**src/rtl/cdi_bus_pkg.sv**
```systemverilog
// Shared types and widths for the video RAM bus responder.
// Imported by ica_bus_responder.
package cdi_bus_pkg;
   localparam int ADDR_W      = 22;
   localparam int WORD_ADDR_W = 21;
   localparam int DATA_W      = 16;

   typedef enum logic [1:0] {
      IDLE,
      ISSUE,
      WAIT,
      ACK
   } state_t;

   typedef enum logic {
      OWN_VID,
      OWN_CPU
   } owner_t;
endpackage

```
**src/rtl/ica_bus_responder.sv**
```systemverilog
// Arbitrates video and CPU access to the shared synchronous video RAM.
// One transaction at a time: IDLE -> ISSUE -> (WAIT) -> ACK -> IDLE.
module ica_bus_responder
   import cdi_bus_pkg::*;
#(
   parameter int READ_LATENCY    = 2,
   parameter int MAX_VIDEO_BURST = 4
) (
   input  logic                   clk,
   input  logic                   reset,
   input  logic [ADDR_W-1:0]      vid_address,
   input  logic                   vid_as,
   output logic [DATA_W-1:0]      vid_dout,
   output logic                   vid_ack,
   input  logic                   cpu_req,
   input  logic                   cpu_we,
   input  logic [ADDR_W-1:0]      cpu_addr,
   input  logic [DATA_W-1:0]      cpu_wdata,
   output logic [DATA_W-1:0]      cpu_rdata,
   output logic                   cpu_ack,
   output logic [WORD_ADDR_W-1:0] mem_addr,
   output logic                   mem_rd,
   output logic                   mem_wr,
   output logic [DATA_W-1:0]      mem_wdata,
   input  logic [DATA_W-1:0]      mem_rdata
);
   localparam int LAT_W   = $clog2(READ_LATENCY + 1);
   localparam int BURST_W = $clog2(MAX_VIDEO_BURST + 1);

   state_t                 r_state;
   state_t                 w_next;
   owner_t                 r_owner;
   logic                   r_we;
   logic [WORD_ADDR_W-1:0] r_addr;
   logic [DATA_W-1:0]      r_wdata;
   logic [LAT_W-1:0]       r_lat;
   logic [BURST_W-1:0]     r_burst;
   logic [DATA_W-1:0]      r_vid_dout;
   logic [DATA_W-1:0]      r_cpu_rdata;

   logic w_cpu_turn;
   logic w_grant_vid;
   logic w_grant_cpu;
   logic w_lat_done;
   logic w_unused_bits;

   assign w_unused_bits = ^{vid_address[0], cpu_addr[0]};

   always_comb begin
      w_cpu_turn  = cpu_req &&
                    (r_burst == BURST_W'(MAX_VIDEO_BURST));
      w_grant_vid = (r_state == IDLE) && vid_as && !w_cpu_turn;
      w_grant_cpu = (r_state == IDLE) && cpu_req &&
                    (w_cpu_turn || !vid_as);
      w_lat_done  = (r_lat == LAT_W'(READ_LATENCY));
   end

   always_comb begin
      w_next = r_state;
      unique case (r_state)
         IDLE:  if (w_grant_vid || w_grant_cpu) w_next = ISSUE;
         ISSUE: w_next = r_we ? ACK : WAIT;
         WAIT:  if (w_lat_done) w_next = ACK;
         ACK:   w_next = IDLE;
         default: w_next = IDLE;
      endcase
   end

   always_ff @(posedge clk) begin
      if (reset) begin
         r_state     <= IDLE;
         r_owner     <= OWN_VID;
         r_we        <= 1'b0;
         r_addr      <= '0;
         r_wdata     <= '0;
         r_lat       <= '0;
         r_burst     <= '0;
         r_vid_dout  <= '0;
         r_cpu_rdata <= '0;
      end else begin
         r_state <= w_next;
         if (w_grant_vid) begin
            r_owner <= OWN_VID;
            r_addr  <= vid_address[ADDR_W-1:1];
            r_we    <= 1'b0;
            // Only a contending CPU makes video grants count toward a burst.
            if (!cpu_req)
               r_burst <= '0;
            else if (r_burst != BURST_W'(MAX_VIDEO_BURST))
               r_burst <= r_burst + 1'b1;
         end else if (w_grant_cpu) begin
            r_owner <= OWN_CPU;
            r_addr  <= cpu_addr[ADDR_W-1:1];
            r_we    <= cpu_we;
            r_wdata <= cpu_wdata;
            r_burst <= '0;
         end
         if (r_state == ISSUE)
            r_lat <= LAT_W'(1);
         else if (r_state == WAIT)
            r_lat <= r_lat + 1'b1;
         if (r_state == WAIT && w_lat_done) begin
            if (r_owner == OWN_VID)
               r_vid_dout <= mem_rdata;
            else
               r_cpu_rdata <= mem_rdata;
         end
      end
   end

   assign mem_rd    = (r_state == ISSUE) && !r_we;
   assign mem_wr    = (r_state == ISSUE) && r_we;
   assign mem_addr  = (r_state == ISSUE) ? r_addr : '0;
   assign mem_wdata = mem_wr ? r_wdata : '0;
   assign vid_ack   = (r_state == ACK) && (r_owner == OWN_VID);
   assign cpu_ack   = (r_state == ACK) && (r_owner == OWN_CPU);
   assign vid_dout  = r_vid_dout;
   assign cpu_rdata = r_cpu_rdata;
endmodule

```
**config.mk**
```make
export PLATFORM = sky130hd
export DESIGN_NAME = ica_bus_responder
export DESIGN_NICKNAME = d
export VERILOG_FILES = /design/src/rtl/cdi_bus_pkg.sv /design/src/rtl/ica_bus_responder.sv
export SDC_FILE = /design/constraint.sdc
export NUM_CORES = 1
export LEC_CHECK = 0
export BUFFER_PORTS_ARGS = -buffer_cell sky130_fd_sc_hd__buf_2
export CORE_MARGIN = 8
export CORE_UTILIZATION = 40
export DETAILED_ROUTE_END_ITERATION = 8
export GPL_TIMING_DRIVEN = 1
export HOLD_SLACK_MARGIN = 0.03
export PLACE_DENSITY = 0.71
export SYNTH_ARGS = -nofsm -noshare
export SYNTH_HDL_FRONTEND = slang
export SYNTH_SLANG_ARGS = --single-unit
```
**constraint.sdc**
```tcl
create_clock -name clk -period 1.76 [get_ports clk]
set_input_delay 0.088 -clock clk [delete_from_list [all_inputs] [get_ports clk]]
set_output_delay 0.088 -clock clk [all_outputs]
set_load 0.03 [all_outputs]
```
# Yosys cells after proc, flatten, opt, wreduce, memory -nomap -nowiden
# Cells that the tools add are included.
word_totals:
  out_inout_bits: 73
  latchBits: 0
  mem_bits_ro: 0
  n_memories: 0
  ram_bits: 0
  ff_bits: 78
  inputBits: 81
  wordCells: 62
op_classes:
  eq_ne: 9
  shift: 0
  div_mod_pow: 0
  add_sub_neg: 2
  n_mux: 14
  order_cmp: 0
  n_reduce_logical: 25
  bitwise: 2
  n_mul: 0
op_table:
  columns: ["op", "n"]
  rows:
  - ["$mux 21", 3]
  - ["$mux 16", 1]
  - ["$mux 3", 4]
  - ["$logic_and 1x1->1", 10]
  - ["$reduce_and 2->1", 5]
  - ["$pmux 2 s4", 1]
  - ["$eq 2x2->1 const B", 3]
  - ["$mux 2", 2]
  - ["$reduce_bool 2->1", 2]
  - ["$reduce_or 2->1", 2]
  - ["$add 3x1->3 const B", 1]
  - ["$eq 3x3->1 const B", 1]
  - ["$logic_not 1->1", 3]
  - ["$mux 1", 3]
  - ["$ne 3x2->1 const B", 1]
  - ["$ne 3x3->1 const B", 1]
  - ["$add 2x1->2 const B", 1]
  - ["$eq 2x1->1 const B", 1]
  - ["$logic_not 2->1", 1]
  - ["$logic_or 1x1->1", 2]
  - ["$ne 2x1->1 const B", 1]
  - ["$ne 2x2->1 const B", 1]
  - ["$not 1->1", 2]

# Logic depth before layout (Yosys ltp)
# Gate-level depths: netlist of the first run.
depth:
  depth_word: 7
  mapped_depth: 7
  ltp_nobuf: 5

# Worst setup path before layout of the first run
# No wires, ideal clock.
synth_timing:
  path_kind: "register to register"
  start: "reg r_state[0]"
  end: "reg r_wdata[13]"
  setup_ns: 0.070
  path_buffers: 2
  period_less_slack_ns: 1.449
  t_arrival_ns: 1.379
  t_required_ns: 1.690
  path_stages_with_launch: 8
  slack_ns: 0.311
  cell_sequence: "dfxtp_1 > inv_1 > ha_1 > buf_2 > nand2_1 > clkbuf_1 > o21ai_0 > a21oi_1"
synth_between:
  elab_chain_cells: 5
  word_cells_on_any_way: 7
  cone_classes: "bitwise: 1; reduce/logical: 6"
synth_lines:
  columns: ["element", "line_no", "text"]
  rows:
  - ["start, declared", "ica_bus_responder.sv:30", "state_t r_state;"]
  - ["start signal, assigned", "ica_bus_responder.sv:81", "r_state <= w_next;"]
  - ["$logic_not 2->1 (*)", "ica_bus_responder.sv:52, ica_bus_responder.sv:53", null]
  - ["$logic_and 1x1->1 (2 in a row)", "ica_bus_responder.sv:52", "w_grant_vid = (r_state == IDLE) && vid_as && !w_cpu_turn;"]
  - ["$not 1->1 (no source line)", null, null]
  - ["$reduce_and 2->1 (no source line) (*)", null, null]
  - ["end signal, assigned", "ica_bus_responder.sv:95", "r_wdata <= cpu_wdata;"]
  - ["end, declared", "ica_bus_responder.sv:35", "logic [DATA_W-1:0] r_wdata;"]
# Mark *: on every way between the ends. The rest lies on a longest branch, timed or not.
# A chain may end at the register's enable or synchronous reset.

# Worst setup path after layout of the first run
layout_timing:
  start: "reg r_state[1]"
  end: "out mem_wdata[14]"
layout_between:
  elab_chain_cells: 3
layout_lines:
  columns: ["element", "line_no", "text"]
  rows:
  - ["$eq 2x1->1", "ica_bus_responder.sv:112", "assign mem_wr = (r_state == ISSUE) && r_we;"]
  - ["$logic_and 1x1->1", "ica_bus_responder.sv:112", null]
  - ["$mux 16", "ica_bus_responder.sv:114", "assign mem_wdata = mem_wr ? r_wdata : '0;"]
  - ["end, declared", "ica_bus_responder.sv:24", "output logic [DATA_W-1:0] mem_wdata,"]
# No other way between the ends.

==> results.sh, run 1 <==
export IMPL_status="complete, no violations"
export IMPL_h_tree_depth=3
export IMPL_cellPowerDensity_nw_per_um2=1030
export IMPL_hpwl_um=7850
export IMPL_use_met1_pct=21.3
export IMPL_grt_overflow=0
export IMPL_post_cts_buffers=0
export IMPL_yosysUniqueCellTypes=31
export IMPL_grt_max_degree=40
export IMPL_cp_start_kind="flip-flop"
export IMPL_ys_async_sr_fraction_pct=0
export IMPL_finalHoldViolCount=0
export IMPL_avgSynthCellArea_um2=8.23
export IMPL_slew_headroom_pct=32.1
export IMPL_post_route_util_pct=59.6
export IMPL_grt_pass1_vias=3875
export IMPL_required_ns=1.67
export IMPL_area_growth_pct=46.4
export IMPL_busiest_layer="met2"
export IMPL_grt_pass1_wl_um=18700
export IMPL_synthTopCellsByArea="dfxtp_1 45%, a21oi_1 11%, nand2_1 7.5%, a32oi_1 5.3%, and2_1 4.5%"
export IMPL_die_area_um2=12000
export IMPL_end_kind="output pin"
export IMPL_setup_slack_ns=0.0892
export IMPL_hp_class="in2reg"
export IMPL_seq_area_frac_synth_pct=44.7
export IMPL_synth_cells=425
export IMPL_whs_ns=0.0504
export IMPL_cpPeakStageDelay_ns=0.41
export IMPL_gp_congestion=0.776
export IMPL_clock_path_buffers=2
export IMPL_p_leak_uw=0.00226
export IMPL_cp_max_fo=33
export IMPL_post_route_period_util_pct=94.9
export IMPL_worstPathArrival_ns=1.58
export IMPL_setup_tns_ns=0
export IMPL_clock_latency_ns=0.35
export IMPL_antenna_found_initial=1
export IMPL_worstSetupPathType="reg2out"
export IMPL_synth_ff_type="dfxtp_1"
export IMPL_ys_ff_latch=78
export IMPL_vias=3944
export IMPL_placedCellCount=659
export IMPL_cts_root_buf="clkbuf_8"
export IMPL_ir_drop_uv=508
export IMPL_fp_dieH_um=110
export IMPL_port_buffers=151
export IMPL_wl_per_cell_um=16.4
export IMPL_cts_tree="done"
export IMPL_start_util_pct=40.7
export IMPL_grt_usage_pct=19.2
export IMPL_fin_worst_skew_ns=0.0134
export IMPL_layout_cells_non_filler=730
export IMPL_via_per_inst=5.40
export IMPL_ys_warnings_count=0
export IMPL_drt_initial_drc_count=268
export IMPL_ioPinCount=154
export IMPL_worstMarginPinSlew_ns=1.02
export IMPL_cp_buffers_inverters=3
export IMPL_cts_buffers=9
export IMPL_drc=0
export IMPL_dp_worst_setup_slack_ns=0.0506
export IMPL_finalSetupViolCount=0
export IMPL_fill_cells=763
export IMPL_first_pass_iters=4
export IMPL_drv_cap=0
export IMPL_synth_edf_count=0
export IMPL_row_count=34
export IMPL_layout_drive_gt1_share_pct=30.9
export IMPL_synth_area_um2=3500
export IMPL_path_clk_slew_ns=0.09
export IMPL_fmax_mhz=599
export IMPL_cp_cell_sequence="inv_2 > ha_4 > buf_12 > and3_1 > buf_2"
export IMPL_layout_common_cells="151 x buf_2, 78 x dfxtp_1, 74 x a21oi_1"
export IMPL_routed_wl_um=12000
export IMPL_grt_met2_usage_pct=33.7
export IMPL_grt_use_met3_pct=4.81
export IMPL_crit_family="buffers and inverters"
export IMPL_coreArea_um2=8590
export IMPL_clkSinkCount=78
export IMPL_antenna_left=0
export IMPL_synth_top_area_cell="dfxtp_1"
export IMPL_syn_num_nets=514
export IMPL_synth_top_area_share_pct=44.7
export IMPL_cp_slowest_cell="dfxtp_1"
export IMPL_die_w_um=110
export IMPL_min_period_ns=1.67
export IMPL_slew_violations=0
export IMPL_final_nets=705
export IMPL_mostFrequentLayoutCell="buf_2"
==> logic make-up after synthesis <==
kind of cell | after synthesis | share of synthesized area, %
AND/OR/NAND/NOR | 173 | 25.2
flip-flops | 78 | 44.7
buffers and inverters | 45 | 6.40
adder cells (fa/ha/maj) | 8 | 2.86
AO/OA/AOI/OAI | 121 | 20.9
==> synthesized netlist by cell type, drive strengths merged (2+ instances only) <==
library cell and n:
a21oi 74, nand3 20, ha 8, nand4 23
nor2b 3, and3 18, nand2 70, buf 18
inv 5, clkbuf 22, nor2 4, a32oi 21
and3b 2, nor3 3, and2 25, nor3b 2
o21ai 20, dfxtp 78
==> sequential cells by signal, indices dropped and copies added, names as in the netlist <==
register   cells
r_wdata       16
cpu_rdata     16
r_burst        3
r_owner        1
vid_dout      16
r_addr        21
r_lat          2
r_we           1
r_state        2
==> worst paths after layout <==
path                start            end  slack [ns]  cells after the start
min          cpu_addr[21]     r_addr[20]        0.05                      3
max reg2reg    r_state[0]     r_state[0]        0.13                      5
min reg2reg  cpu_rdata[2]   cpu_rdata[2]        0.45                      2
max            r_state[1]  mem_wdata[14]        0.09                      5
==> cell type report <==
class	count	area [µm²]	area share, %
antenna	1	2.50	0.0489
multi-input combinational	302	1730	33.8
clock inverter	5	82.6	1.61
timing repair buffer	220	1450	28.3
clock buffer	11	141	2.76
inverter	5	18.8	0.367
sequential	78	1560	30.5
tap	108	135	2.64
==> per-stage QoR <==
step | power, µW | area (µm²)
final | 5290 | 5120
after CTS | 5300 | 5110
after global routing | 5580 | 5120
after floorplan | 3170 | 3500
after detailed placement | 3670 | 4330
after global placement | 3610 | 4330
==> worst register-to-register path, stage by stage (launching register included) <==
cell,delay [ns]
dfxtp_1,0.40
inv_1,0.13
ha_1,0.31
nor2b_1,0.19
o31a_1,0.30
a311oi_2,0.22
==> layer usage <==
layer | vias up | share of wire (%)
met5 | - | 0
met2 | 160 | 52
met1 | 1869 | 38
li1 | 1887 | -
met3 | 28 | 7.6
met4 | 0 | 2.6
==> power breakdown <==
group | switching (µW) | internal (µW)
Sequential | 120 | 1970
Clock | 667 | 838
Combinational | 1030 | 659
==> repair_timing <==
| item | CTS | global route |
|---|---|---|
| hold endpoints to repair | 70 | 0 |
| cloned | 0 | 0 |
| setup endpoints to repair | 31 | 79 |
| hold buffers | 54 | 0 |
| gates resized for setup | 2 | 5 |
No activity file was read; power rests on OpenSTA's default activity.
==> run 2, diff against run 1 <==
--- a/config.mk
+++ b/config.mk
@@ -12,6 +12,7 @@
 export GPL_TIMING_DRIVEN = 1
 export HOLD_SLACK_MARGIN = 0.03
 export PLACE_DENSITY = 0.71
+export SETUP_SLACK_MARGIN = 0.1
 export SYNTH_ARGS = -nofsm -noshare
 export SYNTH_HDL_FRONTEND = slang
 export SYNTH_SLANG_ARGS = --single-unit
==> results.sh, run 2 (synthesized netlist as in run 1, its figures left out) <==
export IMPL_vias=3984
export IMPL_cp_start_kind="flip-flop"
export IMPL_wl_per_cell_um=16.5
export IMPL_ir_drop_uv=509
export IMPL_slew_headroom_pct=28.9
export IMPL_cts_buffers=9
export IMPL_fp_dieH_um=110
export IMPL_slew_violations=0
export IMPL_post_route_period_util_pct=91.1
export IMPL_end_kind="output pin"
export IMPL_regMostFlops="r_addr"
export IMPL_setup_tns_ns=0
export IMPL_first_pass_iters=8
export IMPL_coreArea_um2=8590
export IMPL_grt_pass1_vias=3865
export IMPL_worstMarginPinSlew_ns=1.07
export IMPL_layout_common_cells="148 x buf_2, 76 x dfxtp_1, 74 x a21oi_1"
export IMPL_h_tree_depth=3
export IMPL_hpwl_um=7850
export IMPL_grt_overflow=0
export IMPL_largest_reg_flops=21
export IMPL_place_area_um2=4330
export IMPL_ioPinCount=154
export IMPL_p_leak_uw=0.00227
export IMPL_worstSetupPathType="reg2out"
export IMPL_grt_usage_pct=19.4
export IMPL_start_util_pct=40.7
export IMPL_finalSetupViolCount=0
export IMPL_status="complete, no violations"
export IMPL_drv_cap=0
export IMPL_cp_slowest_cell="dfxtp_2"
export IMPL_multi_input_area_um2=1750
export IMPL_required_ns=1.67
export IMPL_hp_class="in2reg"
export IMPL_fill_cells=756
export IMPL_cts_tree="done"
export IMPL_clock_latency_ns=0.35
export IMPL_die_w_um=110
export IMPL_drc=0
export IMPL_fmax_mhz=624
export IMPL_drt_initial_drc_count=252
export IMPL_layout_area_seq_um2=1560
export IMPL_clock_path_buffers=2
export IMPL_route_layer_met1_wl_um=4520
export IMPL_port_buffers=151
export IMPL_antenna_left=0
export IMPL_fin_worst_skew_ns=0.0129
export IMPL_rsz0062_at_grt="true"
export IMPL_path_clk_slew_ns=0.09
export IMPL_wl_met3_um=944
export IMPL_cp_cell_sequence="inv_2 > ha_4 > buf_12 > and3_1 > buf_2"
export IMPL_min_period_ns=1.60
export IMPL_gp_congestion=0.776
export IMPL_grt_max_degree=40
export IMPL_mostFrequentLayoutCell="buf_2"
export IMPL_final_area_um2=5160
export IMPL_antenna_found_initial=1
export IMPL_highest_layer="met4"
export IMPL_row_count=34
export IMPL_worstPathArrival_ns=1.51
export IMPL_dr_wl_met2_um=6290
export IMPL_cpPeakStageDelay_ns=0.35
export IMPL_cts_root_buf="clkbuf_8"
export IMPL_layout_drive_gt1_share_pct=31.7
export IMPL_area_growth_pct=47.5
export IMPL_post_route_util_pct=60.0
export IMPL_die_area_um2=12000
export IMPL_cellPowerDensity_nw_per_um2=1040
export IMPL_cp_max_fo=33
export IMPL_final_nets=706
export IMPL_via_per_inst=5.44
export IMPL_grt_pass1_wl_um=18800
export IMPL_clkSinkCount=78
export IMPL_routed_wl_um=12100
export IMPL_finalHoldViolCount=0
[run 2: cell types whose count changed in the layout (fill, tap and decap cells not counted)]
cell      before  now
and3b_2        1    0
and3b_4        0    1
buf_2        151  148
buf_4         12   14
clkbuf_4       0    2
dfxtp_1       78   76
dfxtp_2        0    2
diode_2        1    2
ha_1           6    4
ha_2           1    2
ha_4           1    2
[run 2: final cells by class]
| class | instances | area share, % |
|---|---|---|
| Sequential cell | 78 | 30.3 |
| Clock buffer | 11 | 2.74 |
| Antenna cell | 2 | 0.0970 |
| Timing Repair Buffer | 221 | 28.3 |
| Inverter | 5 | 0.364 |
| Tap cell | 108 | 2.62 |
| Clock inverter | 5 | 1.60 |
| Multi-Input combinational cell | 302 | 33.9 |
[run 2: what timing repair did]
action / 4_1_cts / 5_1_grt
hold buffers: 54 / 0
buffers inserted: 1 / 0
endpoints found under the hold margin: 70 / 0
gates resized for setup: 7 / 9
setup endpoints to repair: 72 / 95
[run 2: through the flow]
stage | hold WS [ns] | instances | setup WS, ns | power, µW
floorplan | 0.224 | 425 | 0.311 | 3170
detailed placement | 0.346 | 659 | 0.0506 | 3670
finish | 0.0449 | 732 | 0.157 | 5340
CTS | 0.0324 | 730 | 0.0887 | 5320
global route | 0.0482 | 731 | 0.0945 | 5630
global placement | 0.339 | 659 | 0.124 | 3610
[run 2: worst paths after layout]
| path | start | endpoint | slack (ns) | cells after the start |
|---|---|---|---|---|
| hold reg to reg | cpu_rdata[2] | cpu_rdata[2] | 0.45 | 2 |
| setup reg to reg | r_state[0] | r_addr[3] | 0.21 | 6 |
| hold / removal | cpu_addr[21] | r_addr[20] | 0.04 | 3 |
| setup / recovery | r_state[1] | mem_wdata[14] | 0.16 | 5 |
[run 2: per-layer routing]
layer,GRT usage (%),vias to the layer above
met5,0,-
met4,9.35,0
met3,4.81,28
met2,33.8,183
met1,21.6,1883
li1,-,1890
[run 2: power by group]
group          internal, µW  switching (µW)
clock                   838             675
sequential             1970             121
combinational           692            1040
[run 2: worst max-delay path: cells and delay by family (launching register included)]
family | cells | cell delay (ns)
adders and majority gates | 1 | 0.16
buffers and inverters | 3 | 0.48
and+or+nand+nor | 1 | 0.19
DFF | 1 | 0.35
==> run 3, diff against run 2 <==
--- a/config.mk
+++ b/config.mk
@@ -5,13 +5,15 @@
 export SDC_FILE = /design/constraint.sdc
 export NUM_CORES = 1
 export LEC_CHECK = 0
-export BUFFER_PORTS_ARGS = -buffer_cell sky130_fd_sc_hd__buf_2
+export BUFFER_PORTS_ARGS = -buffer_cell sky130_fd_sc_hd__clkbuf_2
 export CORE_MARGIN = 8
 export CORE_UTILIZATION = 40
+export CTS_BUF_LIST = sky130_fd_sc_hd__clkbuf_8
 export DETAILED_ROUTE_END_ITERATION = 8
 export GPL_TIMING_DRIVEN = 1
 export HOLD_SLACK_MARGIN = 0.03
 export PLACE_DENSITY = 0.71
+export RECOVER_POWER = 25
 export SETUP_SLACK_MARGIN = 0.1
 export SYNTH_ARGS = -nofsm -noshare
 export SYNTH_HDL_FRONTEND = slang
==> results.sh, run 3 (synthesized netlist as in run 1, its figures left out) <==
export IMPL_regMostFlops="r_addr"
export IMPL_port_buffers=151
export IMPL_cp_startpoint="r_burst[0]"
export IMPL_coreArea_um2=8590
export IMPL_regToRegStartpoint="r_burst[0]"
export IMPL_finalHoldViolCount=0
export IMPL_clkPwrFrac_pct=23.4
export IMPL_min_period_ns=1.59
export IMPL_via_per_inst=5.24
export IMPL_drc=0
export IMPL_worstRegToRegCells=7
export IMPL_path_clk_slew_ns=0.08
export IMPL_multi_input_area_um2=1760
export IMPL_slew_violations=0
export IMPL_setup_slack_ns=0.174
export IMPL_mostFrequentLayoutCell="clkbuf_2"
export IMPL_fp_dieH_um=110
export IMPL_cp_max_fo=21
export IMPL_pwr_share_comb_pct=35.4
export IMPL_grt_usage_pct=19.0
export IMPL_cts_buffers=9
export IMPL_status="complete, no violations"
export IMPL_clock_path_buffers=2
export IMPL_worstPathArrival_ns=1.85
export IMPL_grt_pass1_vias=3856
export IMPL_row_count=34
export IMPL_vias=3855
export IMPL_layout_area_seq_um2=1570
export IMPL_cp_cell_sequence="inv_1 > ha_1 > buf_4 > nand3_1 > buf_4 > nand4_1 > a21oi_1"
export IMPL_final_nets=710
export IMPL_ioPinCount=154
export IMPL_cts_tree="done"
export IMPL_drt_initial_drc_count=228
export IMPL_clock_latency_ns=0.35
export IMPL_crit_end="r_addr[1]"
export IMPL_p_seq_share_pct=41.1
export IMPL_end_kind="flip-flop"
export IMPL_fin_worst_skew_ns=0.0110
export IMPL_power_switching_share_pct=36.5
export IMPL_fill_cells=807
export IMPL_grt_pass1_wl_um=18400
export IMPL_total_power_uw=5090
export IMPL_worstMarginPinSlew_ns=0.685
export IMPL_whs_ns=0.0564
export IMPL_layout_common_cells="99 x clkbuf_2, 76 x dfxtp_1, 74 x a21oi_1"
export IMPL_placedCellCount=660
export IMPL_layout_drive_gt1_share_pct=26.4
export IMPL_worstSetupPathType="reg2reg"
export IMPL_cpPeakStageDelay_ns=0.36
export IMPL_cp_start_kind="flip-flop"
export IMPL_cellPowerDensity_nw_per_um2=993
export IMPL_start_util_pct=40.7
export IMPL_fmax_mhz=631
export IMPL_cts_root_buf="clkbuf_8"
export IMPL_grt_max_degree=40
export IMPL_hpwl_um=7750
export IMPL_cp_slowest_cell="dfxtp_1"
export IMPL_dp_worst_setup_slack_ns=0.0253
export IMPL_die_area_um2=12000
export IMPL_gp_congestion=0.763
export IMPL_antenna_found_initial=0
export IMPL_h_tree_depth=3
export IMPL_power_switching_uw=1860
export IMPL_r2r_end="r_addr[1]"
export IMPL_crit_top_cell="buf_4"
export IMPL_largest_reg_flops=21
export IMPL_grt_overflow=0
export IMPL_post_route_period_util_pct=90.1
export IMPL_p_leak_uw=0.00213
export IMPL_p_int_uw=3230
export IMPL_setup_tns_ns=0
export IMPL_die_w_um=110
export IMPL_required_ns=2.03
export IMPL_layout_cells_non_filler=736
export IMPL_ir_drop_uv=568
export IMPL_slew_headroom_pct=54.3
export IMPL_wl_per_cell_um=16.1
export IMPL_rsz0062_at_grt="true"
export IMPL_clkSinkCount=78
export IMPL_hp_class="in2reg"
export IMPL_r2r_setup_slack_ns=0.17
export IMPL_finalSetupViolCount=0
export IMPL_first_pass_iters=4
export IMPL_drv_cap=0
export IMPL_routed_wl_um=11900
export IMPL_area_growth_pct=46.7
export IMPL_antenna_left=0
[run 3: cell count changes in the layout (fill, tap and decap cells not counted), sizes merged]
cell	previous run	this run
clkbuf	13	147
clkinvlp	3	2
bufinv	2	0
dlygate4sd3	54	55
buf	165	32
clkinv	0	5
[run 3: what timing repair did]
item,4_1_cts,5_1_grt
hold buffers,55,0
buffers inserted,1,1
setup endpoints to repair,77,77
hold endpoints to repair,70,0
pin swaps,0,2
cloned,0,1
resized for setup,9,33
[run 3: worst min path at each step]
| stage | depth (start not counted) | endpoint | slack (ns) | startpoint |
|---|---|---|---|---|
| after global routing | 3 | r_addr[16] | 0.05 | cpu_addr[17] |
| after detailed placement | 3 | vid_dout[8] | 0.33 | mem_rdata[8] |
| after CTS | 3 | r_addr[20] | 0.03 | cpu_addr[21] |
| after floorplan | 2 | vid_dout[10] | 0.22 | mem_rdata[10] |
| final | 3 | r_addr[20] | 0.06 | cpu_addr[21] |
| after global placement | 3 | vid_dout[8] | 0.32 | mem_rdata[8] |
[run 3: layout make-up]
| class | instances | area share, % |
|---|---|---|
| tap | 108 | 2.63 |
| clock buffer | 9 | 2.41 |
| clock inverter | 7 | 1.00 |
| timing repair buffer | 225 | 28.7 |
| antenna | 2 | 0.0976 |
| sequential | 78 | 30.5 |
| multi-input combinational | 302 | 34.2 |
| inverter | 5 | 0.415 |
[run 3: per-stage QoR]
| step | utilization, % | cell area, µm² |
|---|---|---|
| after CTS | 59.3 | 5090 |
| final | 59.7 | 5130 |
| after global placement | 50.4 | 4330 |
| after floorplan | - | 3500 |
| after global routing | 59.6 | 5120 |
| after detailed placement | 50.4 | 4330 |
[run 3: critical path: cells and delay by family, from the launching register on]
kind | cells | cell delay, ns
AOI/OAI and AO/OA | 1 | 0.17
adders and majority gates | 1 | 0.23
buffers and inverters | 3 | 0.50
DFF | 1 | 0.36
and+or+nand+nor | 2 | 0.26
[run 3: per-layer routing]
layer | vias up | wire length [µm] | GRT usage (%)
met5 | - | 0 | 0
met4 | 0 | 210 | 8.10
met3 | 18 | 864 | 5.98
met2 | 138 | 6250 | 32.9
met1 | 1790 | 4540 | 21.1
li1 | 1909 | - | -
[run 3: power groups by stage]
stage          clock network, µW  registers (µW)  logic, µW
4_1_cts                     1240            2090       1670
3_5_place_dp                   0            2120       1530
5_1_grt                     1310            2120       1970
6_report                    1190            2100       1800
2_1_floorplan                  0            2100       1070
3_3_place_gp                   0            2110       1510
